--- src/rtl/vga_cpu_planar_fml_if.sv ---
// vga_cpu_planar_fml_if: CPU Wishbone side and FML memory side of the planar engine
interface vga_cpu_planar_fml_if;
   logic [14:0] wb_adr_i;
   logic [1:0]  wb_sel_i;
   logic [15:0] wb_dat_i;
   logic        wb_we_i;
   logic        wb_stb_i;
   logic [15:0] wb_dat_o;
   logic        wb_ack_o;
   logic [16:0] fml_adr_o;
   logic [15:0] fml_dat_o;
   logic [1:0]  fml_sel_o;
   logic        fml_we_o;
   logic        fml_stb_o;
   logic        fml_ack_i;
   logic [15:0] fml_dat_i;
   modport slave (
      input  wb_adr_i, wb_sel_i, wb_dat_i, wb_we_i, wb_stb_i, fml_ack_i, fml_dat_i,
      output wb_dat_o, wb_ack_o, fml_adr_o, fml_dat_o, fml_sel_o, fml_we_o, fml_stb_o
   );
   modport master (
      output wb_adr_i, wb_sel_i, wb_dat_i, wb_we_i, wb_stb_i, fml_ack_i, fml_dat_i,
      input  wb_dat_o, wb_ack_o, fml_adr_o, fml_dat_o, fml_sel_o, fml_we_o, fml_stb_o
   );
endinterface

--- src/rtl/vga_cpu_planar_fml.sv ---
// vga_cpu_planar_fml: turns one CPU word access into planar FML cycles with VGA read/write modes and latches
module vga_cpu_planar_fml (
   input  logic                 clk,
   input  logic                 rst,
   vga_cpu_planar_fml_if.slave  bus,
   input  logic [1:0]           write_mode,
   input  logic                 read_mode,
   input  logic [1:0]           read_map_select,
   input  logic [3:0]           map_mask,
   input  logic [3:0]           set_reset,
   input  logic [3:0]           enable_set_reset,
   input  logic [1:0]           raster_op,
   input  logic [2:0]           data_rotate,
   input  logic [7:0]           bit_mask,
   input  logic [3:0]           color_compare,
   input  logic [3:0]           color_dont_care
);
   localparam logic [1:0] IDLE = 2'd0, READ = 2'd1, WRITE = 2'd2, DONE = 2'd3;
   logic [1:0]  state_q, state_d, plane_q, plane_d;
   logic        ack_q, we_q, rm_q, accept, last_rd;
   logic [14:0] adr_q;
   logic [1:0]  sel_q, wm_q, rms_q, rop_q;
   logic [15:0] dat_q, wb_dat_q, cmp;
   logic [3:0]  mm_q, sr_q, esr_q, cc_q, cdc_q, above;
   logic [2:0]  rot_q;
   logic [7:0]  bm_q;
   logic [15:0] latch_q [4];
   logic [15:0] latch_n [4];

   function automatic logic [1:0] low_f(input logic [3:0] m);
      return m[0] ? 2'd0 : m[1] ? 2'd1 : m[2] ? 2'd2 : 2'd3;
   endfunction

   function automatic logic [7:0] lane_f(input logic [7:0] c, input logic [7:0] l);
      logic [7:0] r, s, d, o, m;
      r = 8'({c, c} >> rot_q);
      s = {8{sr_q[plane_q]}};
      d = wm_q == 2'd2 ? {8{c[plane_q]}} : (wm_q == 2'd0 && !esr_q[plane_q]) ? r : s;
      o = rop_q == 2'd1 ? d & l : rop_q == 2'd2 ? d | l : rop_q == 2'd3 ? d ^ l : d;
      m = wm_q == 2'd3 ? r & bm_q : bm_q;
      return wm_q == 2'd1 ? l : (o & m) | (l & ~m);
   endfunction

   assign accept = state_q == IDLE && bus.wb_stb_i && !ack_q;
   assign last_rd = state_q == READ && bus.fml_ack_i && plane_q == 2'd3;
   assign above = mm_q & (4'b1110 << plane_q);
   assign bus.wb_ack_o = state_q == DONE;
   assign bus.wb_dat_o = wb_dat_q;
   assign bus.fml_stb_o = state_q == READ || state_q == WRITE;
   assign bus.fml_we_o = state_q == WRITE;
   assign bus.fml_adr_o = {adr_q, plane_q};
   assign bus.fml_sel_o = sel_q;
   assign bus.fml_dat_o = {lane_f(dat_q[15:8], latch_q[plane_q][15:8]), lane_f(dat_q[7:0], latch_q[plane_q][7:0])};

   // sequence: reads walk all planes, writes hop between enabled planes only
   always_comb begin
      state_d = state_q;
      plane_d = plane_q;
      case (state_q)
         IDLE: if (accept) begin
            state_d = !bus.wb_we_i ? READ : map_mask == 4'd0 ? DONE : WRITE;
            plane_d = bus.wb_we_i ? low_f(map_mask) : 2'd0;
         end
         READ: if (bus.fml_ack_i) begin
            plane_d = plane_q + 2'd1;
            state_d = plane_q == 2'd3 ? DONE : READ;
         end
         WRITE: if (bus.fml_ack_i) begin
            plane_d = low_f(above);
            state_d = above == 4'd0 ? DONE : WRITE;
         end
         default: state_d = IDLE;
      endcase
   end

   // latch update on read acks and colour-compare result over the updated latches
   always_comb begin
      cmp = 16'hFFFF;
      for (int p = 0; p < 4; p++) begin
         latch_n[p] = (state_q == READ && bus.fml_ack_i && plane_q == 2'(p)) ? bus.fml_dat_i : latch_q[p];
         cmp &= ~({16{cdc_q[p]}} & (latch_n[p] ^ {16{cc_q[p]}}));
      end
   end

   // state, latches, read result and request capture
   always_ff @(posedge clk) begin
      if (rst) begin
         state_q <= IDLE;
         plane_q <= 2'd0;
         ack_q <= 1'b0;
         we_q <= 1'b0;
         rm_q <= 1'b0;
         adr_q <= '0;
         sel_q <= '0;
         dat_q <= '0;
         wb_dat_q <= '0;
         wm_q <= '0;
         rms_q <= '0;
         rop_q <= '0;
         mm_q <= '0;
         sr_q <= '0;
         esr_q <= '0;
         cc_q <= '0;
         cdc_q <= '0;
         rot_q <= '0;
         bm_q <= '0;
         for (int p = 0; p < 4; p++) latch_q[p] <= '0;
      end else begin
         state_q <= state_d;
         plane_q <= plane_d;
         ack_q <= state_q == DONE;
         for (int p = 0; p < 4; p++) latch_q[p] <= latch_n[p];
         if (last_rd) wb_dat_q <= rm_q ? cmp : latch_n[rms_q];
         if (accept) begin
            we_q <= bus.wb_we_i;
            adr_q <= bus.wb_adr_i;
            sel_q <= bus.wb_sel_i;
            dat_q <= bus.wb_dat_i;
            wm_q <= write_mode;
            rm_q <= read_mode;
            rms_q <= read_map_select;
            mm_q <= map_mask;
            sr_q <= set_reset;
            esr_q <= enable_set_reset;
            rop_q <= raster_op;
            rot_q <= data_rotate;
            bm_q <= bit_mask;
            cc_q <= color_compare;
            cdc_q <= color_dont_care;
         end
      end
   end
endmodule
--- src/flat_wrapper.sv ---
// flat-port wrapper written by rule: the top's interface ports become plain ports
module vga_cpu_planar_fml_flat 
  (clk, rst, write_mode, read_mode, read_map_select, map_mask, set_reset, enable_set_reset, raster_op, data_rotate, bit_mask, color_compare, color_dont_care, bus_wb_adr_i, bus_wb_sel_i, bus_wb_dat_i, bus_wb_we_i, bus_wb_stb_i, bus_fml_ack_i, bus_fml_dat_i, bus_wb_dat_o, bus_wb_ack_o, bus_fml_adr_o, bus_fml_dat_o, bus_fml_sel_o, bus_fml_we_o, bus_fml_stb_o);
  vga_cpu_planar_fml_if bus_i ();
  input  logic clk;
  input  logic rst;
  input  logic [1:0] write_mode;
  input  logic read_mode;
  input  logic [1:0] read_map_select;
  input  logic [3:0] map_mask;
  input  logic [3:0] set_reset;
  input  logic [3:0] enable_set_reset;
  input  logic [1:0] raster_op;
  input  logic [2:0] data_rotate;
  input  logic [7:0] bit_mask;
  input  logic [3:0] color_compare;
  input  logic [3:0] color_dont_care;
  input wire logic [$bits(bus_i.wb_adr_i)-1:0] bus_wb_adr_i;
  input wire logic [$bits(bus_i.wb_sel_i)-1:0] bus_wb_sel_i;
  input wire logic [$bits(bus_i.wb_dat_i)-1:0] bus_wb_dat_i;
  input wire logic [$bits(bus_i.wb_we_i)-1:0] bus_wb_we_i;
  input wire logic [$bits(bus_i.wb_stb_i)-1:0] bus_wb_stb_i;
  input wire logic [$bits(bus_i.fml_ack_i)-1:0] bus_fml_ack_i;
  input wire logic [$bits(bus_i.fml_dat_i)-1:0] bus_fml_dat_i;
  output wire logic [$bits(bus_i.wb_dat_o)-1:0] bus_wb_dat_o;
  output wire logic [$bits(bus_i.wb_ack_o)-1:0] bus_wb_ack_o;
  output wire logic [$bits(bus_i.fml_adr_o)-1:0] bus_fml_adr_o;
  output wire logic [$bits(bus_i.fml_dat_o)-1:0] bus_fml_dat_o;
  output wire logic [$bits(bus_i.fml_sel_o)-1:0] bus_fml_sel_o;
  output wire logic [$bits(bus_i.fml_we_o)-1:0] bus_fml_we_o;
  output wire logic [$bits(bus_i.fml_stb_o)-1:0] bus_fml_stb_o;
  assign bus_i.wb_adr_i = bus_wb_adr_i;
  assign bus_i.wb_sel_i = bus_wb_sel_i;
  assign bus_i.wb_dat_i = bus_wb_dat_i;
  assign bus_i.wb_we_i = bus_wb_we_i;
  assign bus_i.wb_stb_i = bus_wb_stb_i;
  assign bus_i.fml_ack_i = bus_fml_ack_i;
  assign bus_i.fml_dat_i = bus_fml_dat_i;
  assign bus_wb_dat_o = bus_i.wb_dat_o;
  assign bus_wb_ack_o = bus_i.wb_ack_o;
  assign bus_fml_adr_o = bus_i.fml_adr_o;
  assign bus_fml_dat_o = bus_i.fml_dat_o;
  assign bus_fml_sel_o = bus_i.fml_sel_o;
  assign bus_fml_we_o = bus_i.fml_we_o;
  assign bus_fml_stb_o = bus_i.fml_stb_o;
  vga_cpu_planar_fml u_core (.clk(clk), .rst(rst), .bus(bus_i), .write_mode(write_mode), .read_mode(read_mode), .read_map_select(read_map_select), .map_mask(map_mask), .set_reset(set_reset), .enable_set_reset(enable_set_reset), .raster_op(raster_op), .data_rotate(data_rotate), .bit_mask(bit_mask), .color_compare(color_compare), .color_dont_care(color_dont_care));
endmodule
--- config.mk ---
export PLATFORM = sky130hd
export DESIGN_NAME = vga_cpu_planar_fml_flat
export DESIGN_NICKNAME = d
export VERILOG_FILES = /design/src/rtl/vga_cpu_planar_fml_if.sv /design/src/rtl/vga_cpu_planar_fml.sv /design/src/flat_wrapper.sv
export SDC_FILE = /design/constraint.sdc
export NUM_CORES = 1
export LEC_CHECK = 0
export CORE_UTILIZATION = 50
export DETAILED_ROUTE_END_ITERATION = 6
export PLACE_DENSITY = 0.86
export REMOVE_ABC_BUFFERS = 1
export SYNTH_ARGS = -nofsm -noshare
export SYNTH_HDL_FRONTEND = slang
export SYNTH_SLANG_ARGS = --single-unit
--- constraint.sdc ---
create_clock -name clk -period 10.4 [get_ports clk]
set_input_delay 2.6 -clock clk [delete_from_list [all_inputs] [get_ports clk]]
set_output_delay 2.6 -clock clk [all_outputs]
set_load 0.01 [all_outputs]
==> results by group <==
Setup path
  • Setup crit start kind: flop
  • Critical path endpoint: bus_fml_dat_o[4]
  • Critical Path AT: approximately 4.2 ns
  • Worst Setup End Kind: output port
  • Required @ worst endpoint: 7.80 ns
  • CP Max Fanout: 21
  • Worst reg2reg setup slack: between 6 and 7 ns
  • Worst reg-to-reg path cell count: 7
  • Worst r2r dst: u_core.bus.wb_dat_o[11]$_SDFFE_PP0P_
  • Setup CP Type: flop to output port
  • Worst setup path startpoint: u_core.rot_q[1]$_SDFFE_PP0P_
  • Reg2reg start: u_core.plane_q[1]$_SDFFE_PP0N_

Drt
  • Drt first pass iters: 6
  • DRC: 0
  • Final wirelength: approximately 32,000 µm
  • Vias after detailed routing: approximately 10,000
  • Detailed Route Iter0 Violations: between 1,000 and 1,500
  • Routed Antenna Nets: 0
  • Vias per cell: roughly 6.4
  • WL/cell: just under 20 µm

Clocking
  • Clock Path Buffers: 2
  • H-tree depth reported by CTS: 4
  • Root buffer cell: clkbuf_16
  • Clock sinks: ~160
  • Post_cts resized: 0
  • Reg clk slew, reported paths: 0.07 ns
  • Setup bufs post-CTS: 0
  • Hold-fix buffers, CTS: 0
  • CTS tree: built
  • TritonCTS Buffers: 17
  • Worst skew pair latency: approximately 0.44 ns

Yosys
  • Synth top area cells: dfxtp_1, mux2i_1, nand2_1
  • Ys async rst share: 0%
  • Avg Cell Area, Syn: between 8 and 9 µm²
  • Area leader, netlist: dfxtp_1
  • Synth cell types: 62
  • EDFF count, synth: 0
  • Share of the synthesized area in the top cell type: roughly 29%
  • Warnings, synthesis: 0
  • Seq/Total Area, Yosys: between 20 and 30%
  • Synthesized flop and latch total: 157
  • Synth Instances: about 1,300
  • Synthesized area: around 11,000 µm²
  • Ys flop type: dfxtp_1

Placed design
  • GPL Wtd Cong: 0.9527
  • IO buf count: 145
  • Placed Area: around 12,000 µm²
  • Hpwl dp: about 21,000 µm
  • Pre-CTS WS: roughly 4 ns

Pwr
  • Clk network pwr share: about a quarter
  • VDD IR max: a little under 0.0002 V
  • PwrDens: 197.3 nW/µm²
  • Seq pwr share: a little under a third
  • Combinational Power Share: 43.5%
  • Pwr Total: around 2500 µW
  • Sw Share: a little over two fifths
  • Lkg Pwr: approximately 0.0048 µW
  • Cell-internal power: roughly 1500 µW
  • Sw Pwr: 1040 µW

STA
  • Final setup vio count: 0
  • Fmax: 147.4 MHz
  • RSZ-0062 raised after global routing: false
  • Worst Tran Pin Value: around 1.3 ns
  • Slew HR: around an eighth
  • Final worst-path cycle share: between 60 and 70%
  • Minimum clock period: a little under 7 ns
  • Setup TNS: 0 ns
  • Clock Skews: approximately 0.0095 ns
  • Max Slew Vio Count: 0
  • Setup WS post-layout: between 3 and 4 ns
  • Final hold violations: 0

Final layout
  • Inserted Diodes: 0
  • Area of the multi-input gates: 6852 µm²
  • Most common cell after layout, fill and taps aside: nand2_1
  • Area Growth Syn to Fin: 18.27%
  • Final std cell area, no fill: 12,640 µm²
  • # fillers: ~1,800
  • Register area: 3143 µm²
  • Fin nets: between 1,000 and 1,500
  • Commonest non-fill, non-tap cells in the layout: nand2_1, dfxtp_1, clkdlybuf4s50_1
  • Share of layout cells above drive strength 1: under 10%

Worst hold path
  • Worst Hold Class: flop to flop
  • Min-delay src: u_core.adr_q[12]$_SDFFE_PP0P_

GRT
  • GRT Util Overall: between 20 and 30%
  • Vias in the first global route: ~10,000
  • Initial antenna violation count: 0
  • Pin count of the biggest net entering global routing: 87
  • Overflow after GRT: 0
  • First-pass GRT wire length: ~51,000 µm

Die
  • Starting density of the core: between 50 and 60%
  • Die extent in y: roughly 150 µm
  • IO Count: 146
  • Die area: about 22,000 µm²
  • Die X: approximately 150 µm
  • Core Region: roughly 21,000 µm²
  • Number of cell rows: 53

Outcome
  • Status: finished, final reports clean

Run
  • Max cap viols: 0
## synthesized netlist by cell type (all sizes together) (11+ instances only)
master and number:
nor2 94, a221oi 12, buf 34, dfxtp 157
nor3 24, nand2b 13, ha 41, a21oi 114
clkbuf 74, mux4 35, and2 15, o211ai 11
nand4 22, a22oi 15, nand2 221, o21ai 45
a311oi 16, a31oi 24, and4b 19, inv 44
o31ai 20, mux2i 111, a211oi 18
## power by group through the flow
stage / Sequential, µW / Clock, µW / Combinational (µW)
2_1_floorplan: 796 / 0 / 691
3_3_place_gp: 801 / 0 / 1020
3_5_place_dp: 805 / 0 / 1060
4_1_cts: 792 / 620 / 1070
5_1_grt: 805 / 644 / 1180
6_report: 795 / 614 / 1080
## metrics by stage
stage	hold slack [ns]	instances	utilization, %
2_1_floorplan	0.4271	1179	-
3_3_place_gp	0.4408	1614	57.59
3_5_place_dp	0.4461	1614	57.59
4_1_cts	0.4568	1646	60.31
5_1_grt	0.4756	1646	60.31
6_report	0.4529	1646	60.31
## kinds of logic after synthesis
kind of cell,Yosys count,share of synthesized area (%)
AO/OA/AOI/OAI,315,19.61
XOR/XNOR,9,0.7377
adder cells (fa/ha/maj),41,4.800
buffers and inverters,154,6.627
flip-flops,157,29.41
multiplexers,155,18.79
AND/OR/NAND/NOR,457,20.02
## registers in the layout, summed over array words and instances, names as in the netlist, 4 cells and up, named ones only
register             cells
u_core.latch_q          64
u_core.adr_q            15
u_core.dat_q            16
u_core.cdc_q             4
u_core.bm_q              8
u_core.cc_q              4
u_core.esr_q             4
u_core.bus.wb_dat_o     16
u_core.sr_q              4
## worst max-delay path, stage by stage, from the launching register on
cell	delay [ns]
dfxtp_1	1.00
mux2i_1	0.29
mux4_2	0.52
a311oi_1	0.35
a21oi_1	0.12
ha_1	0.34
nand2_1	0.06
a22oi_1	0.19
o21ai_1	0.09
a31oi_1	0.20
clkdlybuf4s50_1	0.58
## area by class of cell
class                      count  share of cell area, %
clock buffer                  17                  3.366
clock inverter                15                  1.138
inverter                      45                  1.336
multi-input combinational    977                  54.21
sequential                   157                  24.87
tap                          275                  2.722
timing repair buffer         160                  12.36
## how the worst min path moves through the flow
stage                                                      end  slack (ns)  depth (start not counted)
final                            u_core.adr_q[12]$_SDFFE_PP0P_        0.45                          2
after global routing               u_core.sr_q[1]$_SDFFE_PP0P_        0.48                          2
after CTS                          u_core.sr_q[1]$_SDFFE_PP0P_        0.46                          2
after detailed placement  u_core.bus.fml_sel_o[0]$_SDFFE_PP0P_        0.45                          2
after global placement           u_core.adr_q[13]$_SDFFE_PP0P_        0.44                          2
after floorplan                    u_core.sr_q[2]$_SDFFE_PP0P_        0.43                          2
## routing by layer
metal	up-vias	share of wire [%]	global-route usage, %
li1	4820	-	-
met1	4903	40	37.17
met2	613	45	46.34
met3	139	10	6.748
met4	0	5.2	16.91
met5	-	0	0
(Power assumes the default switching activity.)
